--- src/rtl/video_tmds_encoder.sv ---
// video_tmds_encoder: 3-stage DVI 8b/10b TMDS encoder for 4-bit RGB.
// Build option: define VIDEO_TMDS_SCANLINES_EN to dim odd scanlines.
module video_tmds_encoder #(
    parameter int SYNC_INV       = 0,
    parameter int SCANLINE_SHIFT = 1
) (
    input  logic       clk,
    input  logic       reset_n,
    input  logic [3:0] video_r,
    input  logic [3:0] video_g,
    input  logic [3:0] video_b,
    input  logic       video_de,
    input  logic       video_hsync,
    input  logic       video_vsync,
    input  logic       video_oddline,
    output logic [9:0] tmds_ch0,
    output logic [9:0] tmds_ch1,
    output logic [9:0] tmds_ch2,
    output logic       tmds_de
);

    localparam logic [9:0] CTL_00 = 10'h354;
    localparam logic [9:0] CTL_01 = 10'h0AB;
    localparam logic [9:0] CTL_10 = 10'h154;
    localparam logic [9:0] CTL_11 = 10'h2AB;
    localparam logic       INV    = (SYNC_INV != 0);

    function automatic logic [3:0] ones8(input logic [7:0] d);
        logic [3:0] n;
        n = '0;
        for (int i = 0; i < 8; i++) begin
            n = n + {3'b000, d[i]};
        end
        return n;
    endfunction

    // Transition-minimised word; bit 8 set means XOR chain.
    function automatic logic [8:0] tmin(input logic [7:0] d);
        logic [8:0] q;
        logic [3:0] n;
        logic       use_xnor;
        n        = ones8(d);
        use_xnor = (n > 4'd4) || ((n == 4'd4) && !d[0]);
        q        = '0;
        q[0]     = d[0];
        for (int i = 1; i < 8; i++) begin
            q[i] = use_xnor ? ~(q[i-1] ^ d[i]) : (q[i-1] ^ d[i]);
        end
        q[8] = ~use_xnor;
        return q;
    endfunction

    // Returns {next_cnt[4:0], symbol[9:0]}.
    function automatic logic [14:0] balance(
        input logic [8:0]        qm,
        input logic [3:0]        n1,
        input logic signed [4:0] cnt
    );
        logic signed [4:0] diff;
        logic signed [4:0] nc;
        logic [9:0]        sym;
        // diff = n1 - n0 = 2*n1 - 8
        diff = $signed({n1, 1'b0}) - 5'sd8;
        if (cnt == 5'sd0 || diff == 5'sd0) begin
            sym = {~qm[8], qm[8], qm[8] ? qm[7:0] : ~qm[7:0]};
            nc  = qm[8] ? cnt + diff : cnt - diff;
        end else if ((cnt > 5'sd0 && diff > 5'sd0) ||
                     (cnt < 5'sd0 && diff < 5'sd0)) begin
            sym = {1'b1, qm[8], ~qm[7:0]};
            nc  = cnt + (qm[8] ? 5'sd2 : 5'sd0) - diff;
        end else begin
            sym = {1'b0, qm[8], qm[7:0]};
            nc  = cnt + diff - (qm[8] ? 5'sd0 : 5'sd2);
        end
        return {nc, sym};
    endfunction

    function automatic logic [9:0] ctl_sym(input logic [1:0] c);
        logic [9:0] s;
        unique case (c)
            2'b00:   s = CTL_00;
            2'b01:   s = CTL_01;
            2'b10:   s = CTL_10;
            default: s = CTL_11;
        endcase
        return s;
    endfunction

    logic [3:0] comp_r;
    logic [3:0] comp_g;
    logic [3:0] comp_b;

`ifdef VIDEO_TMDS_SCANLINES_EN
    // Darken every component on odd scanlines before expansion.
    always_comb begin
        comp_r = video_r;
        comp_g = video_g;
        comp_b = video_b;
        if (video_oddline) begin
            comp_r = video_r >> SCANLINE_SHIFT;
            comp_g = video_g >> SCANLINE_SHIFT;
            comp_b = video_b >> SCANLINE_SHIFT;
        end
    end
`else
    logic unused_oddline;
    assign unused_oddline = video_oddline;
    assign comp_r = video_r;
    assign comp_g = video_g;
    assign comp_b = video_b;
`endif

    // Stage 1: channel order is 0 = blue, 1 = green, 2 = red.
    logic [7:0] s1_d [3];
    logic       s1_de;
    logic       s1_hs;
    logic       s1_vs;

    // Stage 1: register inputs with 4->8 bit replication.
    always_ff @(posedge clk or negedge reset_n) begin
        if (!reset_n) begin
            for (int c = 0; c < 3; c++) begin
                s1_d[c] <= '0;
            end
            s1_de <= 1'b0;
            s1_hs <= 1'b0;
            s1_vs <= 1'b0;
        end else begin
            s1_d[0] <= {comp_b, comp_b};
            s1_d[1] <= {comp_g, comp_g};
            s1_d[2] <= {comp_r, comp_r};
            s1_de   <= video_de;
            s1_hs   <= video_hsync;
            s1_vs   <= video_vsync;
        end
    end

    logic [8:0] s2_qm [3];
    logic [3:0] s2_n1 [3];
    logic       s2_de;
    logic       s2_hs;
    logic       s2_vs;
    logic [8:0] qm_c  [3];

    // Stage 2 logic: transition minimisation per channel.
    always_comb begin
        for (int c = 0; c < 3; c++) begin
            qm_c[c] = tmin(s1_d[c]);
        end
    end

    // Stage 2: register q_m and its ones count.
    always_ff @(posedge clk or negedge reset_n) begin
        if (!reset_n) begin
            for (int c = 0; c < 3; c++) begin
                s2_qm[c] <= '0;
                s2_n1[c] <= '0;
            end
            s2_de <= 1'b0;
            s2_hs <= 1'b0;
            s2_vs <= 1'b0;
        end else begin
            for (int c = 0; c < 3; c++) begin
                s2_qm[c] <= qm_c[c];
                s2_n1[c] <= ones8(qm_c[c][7:0]);
            end
            s2_de <= s1_de;
            s2_hs <= s1_hs;
            s2_vs <= s1_vs;
        end
    end

    logic signed [4:0] cnt [3];
    logic [14:0]       bal [3];
    logic [1:0]        ctl;

    assign ctl = {s2_vs, s2_hs} ^ {INV, INV};

    // Stage 3 logic: DC balance against each channel's running count.
    always_comb begin
        for (int c = 0; c < 3; c++) begin
            bal[c] = balance(s2_qm[c], s2_n1[c], cnt[c]);
        end
    end

    // Stage 3: register symbols; blanking sends control and clears counts.
    always_ff @(posedge clk or negedge reset_n) begin
        if (!reset_n) begin
            tmds_ch0 <= CTL_00;
            tmds_ch1 <= CTL_00;
            tmds_ch2 <= CTL_00;
            tmds_de  <= 1'b0;
            for (int c = 0; c < 3; c++) begin
                cnt[c] <= '0;
            end
        end else begin
            tmds_de <= s2_de;
            if (s2_de) begin
                tmds_ch0 <= bal[0][9:0];
                tmds_ch1 <= bal[1][9:0];
                tmds_ch2 <= bal[2][9:0];
                for (int c = 0; c < 3; c++) begin
                    cnt[c] <= $signed(bal[c][14:10]);
                end
            end else begin
                tmds_ch0 <= ctl_sym(ctl);
                tmds_ch1 <= CTL_00;
                tmds_ch2 <= CTL_00;
                for (int c = 0; c < 3; c++) begin
                    cnt[c] <= '0;
                end
            end
        end
    end

endmodule

--- config.mk ---
export PLATFORM = sky130hd
export DESIGN_NAME = video_tmds_encoder
export DESIGN_NICKNAME = d
export VERILOG_FILES = /design/src/rtl/video_tmds_encoder.sv
export SDC_FILE = /design/constraint.sdc
export NUM_CORES = 1
export LEC_CHECK = 0
export CORE_ASPECT_RATIO = 1.4
export CORE_MARGIN = 5
export CORE_UTILIZATION = 60
export DETAILED_ROUTE_END_ITERATION = 10
export HOLD_SLACK_MARGIN = 0.05
export PLACE_DENSITY = 0.88
export SLEW_MARGIN = 10
export SYNTH_ARGS = -nofsm -noshare
export SYNTH_HDL_FRONTEND = slang
export SYNTH_SLANG_ARGS = --single-unit
--- constraint.sdc ---
create_clock -name clk -period 11.9 [get_ports clk]
set_input_delay 2.38 -clock clk [delete_from_list [all_inputs] [get_ports clk]]
set_output_delay 2.38 -clock clk [all_outputs]
set_load 0.01 [all_outputs]
Word level (Yosys, flattened, before mapping)
Cells that the tools add are included.
Word-level totals
  RAM bits: 0
  ROM bits: 0
  logic and storage cells: 231
  memories: 0
  latch bits: 0
  bits in registers: 115
  output and inout port bits: 31
Operators by class
  div/mod/pow operators: 0
  eq/ne operators: 5
  reduce and logical (&&, ||, !) cells: 28
  muxes and demuxes: 50
  multipliers: 0
  add/sub/neg operators: 60
  bitwise logic cells: 51
  order comparisons: 15
  shift operators: 0
Operators with widths (number)
  adder 4 x 1 -> 4 bit: 24
  2-to-1 mux 10 bit: 9
  2-to-1 mux 5 bit: 9
  > comparator 5 x 1 -> 1 bit, second input constant: 6
  logical NOT 5 bit: 6
  less-than comparator 5 x 1 -> 1 bit, second input constant: 6
  case mux 10 bit (3 select lines): 1
  subtractor 5 bit: 6
  inverter 1 bit: 27
  adder 3 x 1 -> 4 bit: 6
  2-to-1 mux 8 bit: 3
  inverter 8 bit: 3
  2-to-1 mux 1 bit: 21
  bitwise XOR 1 bit: 21
  adder 2 x 1 -> 3 bit: 6
  adder 5 x 3 -> 5 bit: 3
  adder 5 bit: 3
  2-to-1 mux 15 bit: 1
  subtractor 5 x 3 -> 5 bit: 3
  subtractor 5 bit, second input constant: 3
  adder 1 x 1 -> 2 bit: 6
  equality test 4 x 3 -> 1 bit, second input constant: 3
  > comparator 4 x 3 -> 1 bit, second input constant: 3
  2-to-1 mux 2 bit: 6
  6 further kinds: 24

Logic depth before layout (Yosys ltp)
Gate-level depths: netlist of run 1.
  depth in word-level cells: 30
  gate-level depth with buffers: 21

Least setup slack after synthesis of run 1
OpenSTA, ideal clock, no wires.
  kind: register to register
  start: register s1_d[20] (netlist name)
  end: register s2_n1[10] (netlist name)
  cell stages (with the launch flop): 22
  clock period less this slack: 5.996 ns
  data required time: 11.777 ns
  setup slack: 5.904 ns
  data arrival time: 5.874 ns
  cells stage by stage: dfrtp_1 > inv_1 > fa_1 > fa_1 > fa_1 > inv_1 > ha_1 > fa_1 > nor3b_1 > o21ai_0 > a21oi_2 > xor2_1 > xor2_1 > fa_1 > fa_1 > inv_1 > fa_1 > inv_1 > ha_1 > inv_1 > fa_1 > xnor2_1
RTL lines
  from (decl): line 114  | logic [7:0] s1_d [3];
  to (signal, indexed assignment): line 165  | s2_n1[c] <= ones8(qm_c[c][7:0]);
  to (decl): line 139  | logic [3:0] s2_n1 [3];

==> results of run 1 <==
per-layer routing:
| layer | vias to the layer above | global-route usage, % | wire length (µm) | part of all wire, % |
|---|---|---|---|---|
| met3 | 30 | 5.110 | 435 | 3.7 |
| li1 | 1815 | - | - | - |
| met1 | 1900 | 25.10 | 4602 | 39 |
| met2 | 85 | 37.65 | 6428 | 54 |
| met5 | - | 0 | 0 | 0 |
| met4 | 0 | 8.241 | 329 | 2.8 |
worst min-delay path by stage:
stage	end	slack, ns	cells past startpoint
2_1_floorplan	s2_de	0.33	0
3_3_place_gp	s2_de	0.33	0
4_1_cts	s2_vs	0.36	0
5_1_grt	s2_vs	0.36	0
3_5_place_dp	s2_vs	0.35	0
6_report	s2_vs	0.36	0
sequential cells by signal, summed over array words and instances (netlist names):
register	cells
s1_de	1
tmds_ch1	10
tmds_ch2	10
tmds_de	1
cnt	12
s1_hs	1
tmds_ch0	10
s2_n1	12
s2_de	1
s1_d	12
s2_qm	27
s1_vs	1
s2_hs	1
s2_vs	1
logic make-up (layout without fill, tap and decap cells):
kind of cell    Yosys count  in the layout
simple gates             81             81
mux                       7              7
buf+inv                 101            155
flops                   100            100
fa+ha+maj                97             97
xor+xnor                 73             73
compound gates           74             74
final cells by class:
class | instances | area (µm²)
inverter | 91 | 341.6
tap | 135 | 168.9
clock inverter | 5 | 67.56
fill | 681 | 2932
multi-input combinational | 332 | 3204
clock buffer | 11 | 242.7
timing repair buffer | 48 | 475.5
sequential | 100 | 2521
Yosys cell counts, types with 3 or more instances:
library cell,instances
o22ai_1,5
nor4_1,5
ha_1,58
mux2i_1,7
nor3b_1,4
o31ai_1,3
o21a_1,4
a21oi_1,22
xor2_1,44
a31oi_1,3
xnor2_1,29
clkbuf_1,10
fa_1,39
o31a_1,3
dfstp_2,15
inv_1,91
nor2_1,24
nor3_1,6
a211oi_1,5
nor2b_1,7
o21ai_0,9
nand2_1,19
dfrtp_1,85
per-stage QoR:
stage                     worst slack (ns)  std cells
after detailed placement             5.363        706
after CTS                            5.295        722
after global routing                 4.974        722
after floorplan                      5.904        533
after global placement               5.650        706
final                                5.317        722
==> results.json, run 1 <==
{
  "status": "finished clean",
  "fp.dieW_um": 95.25,
  "r2r_end": "s2_n1[9]",
  "synth_area_um2": 6105,
  "cts_tree": "done",
  "ys_ff_latch": 100,
  "nets": 697,
  "period_share_pct": 55.32,
  "dpl.hpwl_mm": 8.758,
  "syn_inst": 533,
  "slew_headroom_pct": 30.19,
  "syn-num-nets": 648,
  "grt_pass1_vias": 4189,
  "synth_edf_count": 0,
  "ctsHoldBuffers": 0,
  "mostFrequentLayoutCells": "inv_1 (91), dfrtp_1 (85), ha_1 (58), clkdlybuf4s50_1 (46), xor2_1 (44)",
  "grt_overflow": 0,
  "setup.worst_path.class": "flop to flop",
  "drtPass1Iterations": 4,
  "clk_path_buf_depth": 2,
  "crit_cells": 21,
  "insertion_delay_ns": 0.35,
  "grt_usage_pct": 21.41,
  "reg2regPathDepth": 21,
  "ys_async_sr_fraction_pct": 100.0,
  "post_cts_resized": 0,
  "synth-seq-area-share_pct": 41.30,
  "gp_congestion": 0.9503,
  "synthAdderAreaFrac_pct": 24.68,
  "hold_ws_ns": 0.3567,
  "rsz0062_at_grt": "no",
  "dr_total_vias": 3830,
  "path_common_cell": "fa_1",
  "setup_tns_ns": 0,
  "synthMuxAreaShare_pct": 1.148,
  "slew_violations": 0,
  "cts_root_buf": "clkbuf_16",
  "timing.final.crit_period_ns": 6.583,
  "avgSynthCellArea_um2": 11.45,
  "cp_max_fo": 5,
  "synth-compound-area-share_pct": 9.100,
  "synth.largest_area_cell": "dfrtp_1",
  "setup_violations": 0,
  "clock.fmax_mhz": 151.9,
  "end_kind": "flop",
  "fin_area_um2": 7022,
  "core_um2": 9953,
  "ys_warn_count": 0,
  "synth_top_area_share_pct": 34.84,
  "cp-endpoint": "s2_n1[9]",
  "viasPerCell": 5.305,
  "synth_cell_type_count": 49,
  "area_growth_pct": 15.02,
  "synth_xor_area_share_pct": 10.47,
  "synth_area_leaders": "dfrtp_1 (35%), fa_1 (13%), ha_1 (12%)",
  "placed_area_um2": 6711,
  "slowest_stage": "fa_1",
  "r2r_slack_ns": 5.32,
  "grt_pass1_wl_mm": 20.09,
  "initial_core_util_pct": 61.33,
  "min_from": "s1_vs",
  "drtIter0Drc": 177,
  "hold_viol_final": 0,
  "ioPinCount": 49,
  "portBuffers": 47,
  "crit_path_cell_trace": "inv_1 > fa_1 > fa_1 > fa_1 > inv_1 > ha_1 > fa_1 > nor3b_1 > o21ai_0 > a21oi_2 > xor2_1 > xor2_1 > fa_1 > fa_1 > inv_1 > fa_1 > inv_1 > ha_1 > inv_1 > fa_1 > inv_1",
  "cp.required_ns": 12.15,
  "r2r_start": "s1_d[20]",
  "cp_top_family": "adder cells",
  "drc": 0,
  "cp.arrival_ns": 6.83,
  "die_height_um": 129.3,
  "path_clk_slew_ns": 0.07,
  "synth_top_family_by_area": "adder cells",
  "drt_wl_total_mm": 11.80,
  "antenna_found_initial": 0,
  "maxCapViolations": 0,
  "final_core_util_pct": 70.55,
  "clock-sinks": 100,
  "yosys.area_share.simple_pct": 7.092,
  "synthFlopType": "dfrtp_1",
  "n_antenna_cell": 0,
  "critPathLaunchType": "flop",
  "layout-drive-gt1-share_pct": 9.029,
  "numCtsBuffers": 9,
  "path_buf_inv": 6,
  "mostFrequentLayoutCell": "inv_1",
  "ant_nets": 0,
  "num_rows": 43,
  "die-area_um2": 12320,
  "crit_path_start": "s1_d[20]",
  "htree_levels": 3,
  "hold_class": "flop to flop",
  "worst_pin_slew_ns": 1.047,
  "post_cts.repair.setup_buffers": 0,
  "max_stage_delay_ns": 0.54,
  "routedWlPerCell_um": 16.34,
  "grt_max_degree": 55,
  "fin_skew_ns": 0.005112
}
Power of run 1 is not shown: default switching activity piles up to over one toggle a cycle in this logic, so the estimate is an artifact.
==> inputs of run 2 (changes only) <==
CORE_UTILIZATION = 59   (was 60)
PLACE_DENSITY = 0.87   (was 0.88)
clock period = 6.1 ns   (was 11.9 ns; I/O delays follow)
==> results.json, run 2 (synthesis results as in run 1) <==
{
  "layout-drive-gt1-share_pct": 19.12,
  "setup_violations": 4,
  "worst_pin_slew_ns": 0.9883,
  "failed_checks": "negative setup slack",
  "path_buf_inv": 6,
  "setup.worst_path.class": "flop to flop",
  "hold_class": "flop to flop",
  "initial_core_util_pct": 59.62,
  "drt_wl_total_mm": 12.62,
  "r2r_end": "s2_n1[9]",
  "gp_congestion": 0.9139,
  "path_common_cell": "fa_1",
  "portBuffers": 47,
  "grt_max_degree": 55,
  "drtPass1Iterations": 4,
  "mostFrequentLayoutCell": "dfrtp_1",
  "cp_max_fo": 2,
  "cts_tree": "done",
  "clock.fmax_mhz": 160.1,
  "timing.final.crit_period_ns": 6.246,
  "clock-sinks": 100,
  "slew_headroom_pct": 34.11,
  "setup_ws_ns": -0.1455,
  "core_um2": 10240,
  "grt_overflow": 0,
  "fp.dieW_um": 95.97,
  "period_share_pct": 102.4,
  "grt_usage_pct": 21.43,
  "path_clk_slew_ns": 0.07,
  "fin_skew_ns": 0.005774,
  "hold_ws_ns": 0.3529,
  "cp_top_family": "adder cells",
  "multi_input_area_um2": 3329,
  "slew_violations": 0,
  "slowest_stage": "fa_1",
  "r2r_start": "s1_d[21]",
  "dpl.hpwl_mm": 8.729,
  "grt_pass1_vias": 4324,
  "placed_area_um2": 6790,
  "r2r_slack_ns": -0.15,
  "cts_root_buf": "clkbuf_16",
  "max_stage_delay_ns": 0.56,
  "cp.required_ns": 6.35,
  "ant_nets": 0,
  "final_core_util_pct": 71.91,
  "min_from": "s1_vs",
  "reg2regPathDepth": 21,
  "n_antenna_cell": 0,
  "hold_end": "s2_vs",
  "largest_reg_flops": 27,
  "status": "finished with violations",
  "insertion_delay_ns": 0.34,
  "fillers": 674,
  "viasPerCell": 5.338,
  "area_growth_pct": 20.62,
  "nets": 727,
  "die_height_um": 130.4,
  "end_kind": "flop",
  "grt_pass1_wl_mm": 20.38,
  "antenna_found_initial": 0,
  "num_rows": 44,
  "critPathLaunchType": "flop",
  "drc": 0,
  "die-area_um2": 12510,
  "ioPinCount": 49,
  "numCtsBuffers": 9,
  "hold_depth": 0,
  "hold_viol_final": 0,
  "clk_path_buf_depth": 2,
  "regMostFlops": "s2_qm",
  "cp.arrival_ns": 6.49,
  "maxCapViolations": 0,
  "dr_total_vias": 4030,
  "fin_area_um2": 7363,
  "drtIter0Drc": 170,
  "regArea_um2": 2522,
  "crit_path_cell_trace": "inv_2 > fa_1 > fa_1 > fa_1 > inv_2 > ha_4 > fa_1 > nor3b_4 > o21ai_2 > a21oi_4 > xor2_2 > xor2_2 > fa_1 > fa_1 > inv_2 > fa_1 > inv_1 > ha_2 > inv_2 > fa_2 > inv_2",
  "mostFrequentLayoutCells": "dfrtp_1 (84), inv_1 (79), ha_1 (52), clkdlybuf4s50_1 (46), xor2_1 (41)",
  "htree_levels": 3,
  "routedWlPerCell_um": 16.72,
  "rsz0062_at_grt": "yes"
}
## run 2: layout make-up
cell class	count	area share [%]
clock buffer	9	3.059
clock inverter	7	0.9176
inverter	91	4.639
multi-input combinational	332	45.22
sequential	100	34.26
tap	138	2.345
timing repair buffer	78	9.567
## run 2: what timing repair did
item	4_1_cts	5_1_grt
pin swaps	4	17
resized for setup	7	33
setup endpoints to repair	4	8
endpoints found under the hold margin	0	0
hold buffers	0	0
setup buffers	9	13
## run 2: per-stage QoR
stage                     instances  setup slack [ns]  TNS, ns
after floorplan                 533            0.1039        0
after global placement          719            0.1319        0
after detailed placement        719           -0.2321  -0.4885
after CTS                       744          -0.06595  -0.1708
after global routing            755           -0.3777   -1.549
final                           755           -0.1455  -0.3943
## run 2: worst max path at each step
stage,startpoint,end,slack [ns],cells past startpoint
6_report,s1_d[21],s2_n1[9],-0.15,21
2_1_floorplan,s1_d[20],s2_n1[10],0.10,21
3_5_place_dp,s1_d[22],s2_n1[10],-0.23,21
3_3_place_gp,s1_d[22],s2_n1[10],0.13,21
4_1_cts,s1_d[13],s2_n1[5],-0.07,21
5_1_grt,s1_d[21],s2_n1[9],-0.38,21
## run 2: routing by layer
metal / vias to the layer above / GRT usage (%) / share of wire [%]
met4: 0 / 9.296 / 1.9
li1: 1870 / - / -
met1: 2045 / 23.56 / 37
met5: - / 0 / 0
met2: 93 / 39.76 / 57
met3: 22 / 3.749 / 3.6
Power of run 2 is left out for the same reason.
==> inputs of run 3 (changes only) <==
SKIP_CTS_REPAIR_TIMING = 1   (was default)
==> results.json, run 3 (synthesis results as in run 1) <==
{
  "cp.required_ns": 6.34,
  "grt_pass1_vias": 4269,
  "placed_area_um2": 6790,
  "period_share_pct": 102.2,
  "path_clk_slew_ns": 0.07,
  "nets": 720,
  "grt_pass1_wl_mm": 20.02,
  "crit_path_cell_trace": "fa_1 > inv_1 > fa_1 > fa_1 > inv_2 > ha_4 > inv_2 > fa_1 > nand3b_1 > a221o_1 > a22oi_2 > xor2_1 > inv_1 > fa_1 > inv_2 > fa_1 > fa_1 > ha_2 > inv_2 > fa_2 > inv_2",
  "hold_class": "flop to flop",
  "n_antenna_cell": 0,
  "setup_ws_ns": -0.1369,
  "ioPinCount": 49,
  "hold_viol_final": 0,
  "area_growth_pct": 19.25,
  "num_rows": 44,
  "die_height_um": 130.4,
  "dr_total_vias": 3994,
  "routedWlPerCell_um": 16.10,
  "maxCapViolations": 0,
  "slew_violations": 0,
  "numCtsBuffers": 9,
  "clock.fmax_mhz": 160.3,
  "drtIter0Drc": 144,
  "cp_top_family": "adder cells",
  "layout-drive-gt1-share_pct": 17.21,
  "setup_violations": 2,
  "cp_max_fo": 3,
  "worst_pin_slew_ns": 1.022,
  "regMostFlops": "s2_qm",
  "failed_checks": "negative setup slack",
  "portBuffers": 47,
  "status": "finished with violations",
  "mostFrequentLayoutCell": "dfrtp_1",
  "drt_wl_total_mm": 12.04,
  "mostFrequentLayoutCells": "dfrtp_1 (84), inv_1 (83), ha_1 (53), clkdlybuf4s50_1 (46), xor2_1 (41)",
  "slew_headroom_pct": 31.89,
  "clk_path_buf_depth": 2,
  "fin_skew_ns": 0.007255,
  "setup.worst_path.class": "flop to flop",
  "path_buf_inv": 7,
  "antenna_found_initial": 0,
  "max_stage_delay_ns": 0.58,
  "largest_reg_flops": 27,
  "drc": 0,
  "grt_overflow": 0,
  "die-area_um2": 12510,
  "fp.dieW_um": 95.97,
  "drtPass1Iterations": 4,
  "dp_slack_ns": -0.2321,
  "hold_ws_ns": 0.3522,
  "path_common_cell": "fa_1",
  "slowest_stage": "fa_1",
  "initial_core_util_pct": 59.62,
  "ant_nets": 0,
  "gp_congestion": 0.9139,
  "cts_tree": "done",
  "timing.final.crit_period_ns": 6.237,
  "grt_max_degree": 55,
  "htree_levels": 3,
  "viasPerCell": 5.340,
  "fin_area_um2": 7279,
  "final_core_util_pct": 71.09,
  "cp.arrival_ns": 6.48,
  "core_um2": 10240,
  "insertion_delay_ns": 0.35,
  "rsz0062_at_grt": "yes",
  "end_kind": "flop",
  "dpl.hpwl_mm": 8.729,
  "critPathLaunchType": "flop",
  "cts_root_buf": "clkbuf_16",
  "clock-sinks": 100,
  "grt_usage_pct": 21.02
}
run 3: worst paths after layout:
kind | start | to | slack [ns] | cells past startpoint
max | s1_d[12] | s2_n1[5] | -0.14 | 21
min | s1_vs | s2_vs | 0.35 | 0
max reg2reg | s1_d[12] | s2_n1[5] | -0.14 | 21
min reg2reg | s1_vs | s2_vs | 0.35 | 0
max in group asynchronous | reset_n | s1_d[5] | 4.16 | 2
min in group asynchronous | reset_n | cnt[14] | 0.86 | 1
run 3: area by class of cell:
cell class	instances	area, µm²
clock buffers	9	225.2
clock inverters	7	67.56
fillers	685	2960
inverters	91	341.6
multi-input cells	332	3302
flip-flops and latches	100	2522
well taps	138	172.7
repair buffers	71	648.1
run 3: per-stage QoR:
| stage | cells | setup TNS [ns] |
|---|---|---|
| after floorplan | 533 | 0 |
| final | 748 | -0.2016 |
| after CTS | 735 | -0.8759 |
| after global placement | 719 | 0 |
| after detailed placement | 719 | -0.4885 |
| after global routing | 748 | -1.412 |
run 3: routing by layer:
metal	up-vias	track usage [%]	wire, µm
li1	1859	-	-
met1	2000	23.28	4511
met2	99	39.03	6743
met3	36	3.633	408
met4	0	8.794	376
met5	-	0	0
Power of run 3 is left out for the same reason.
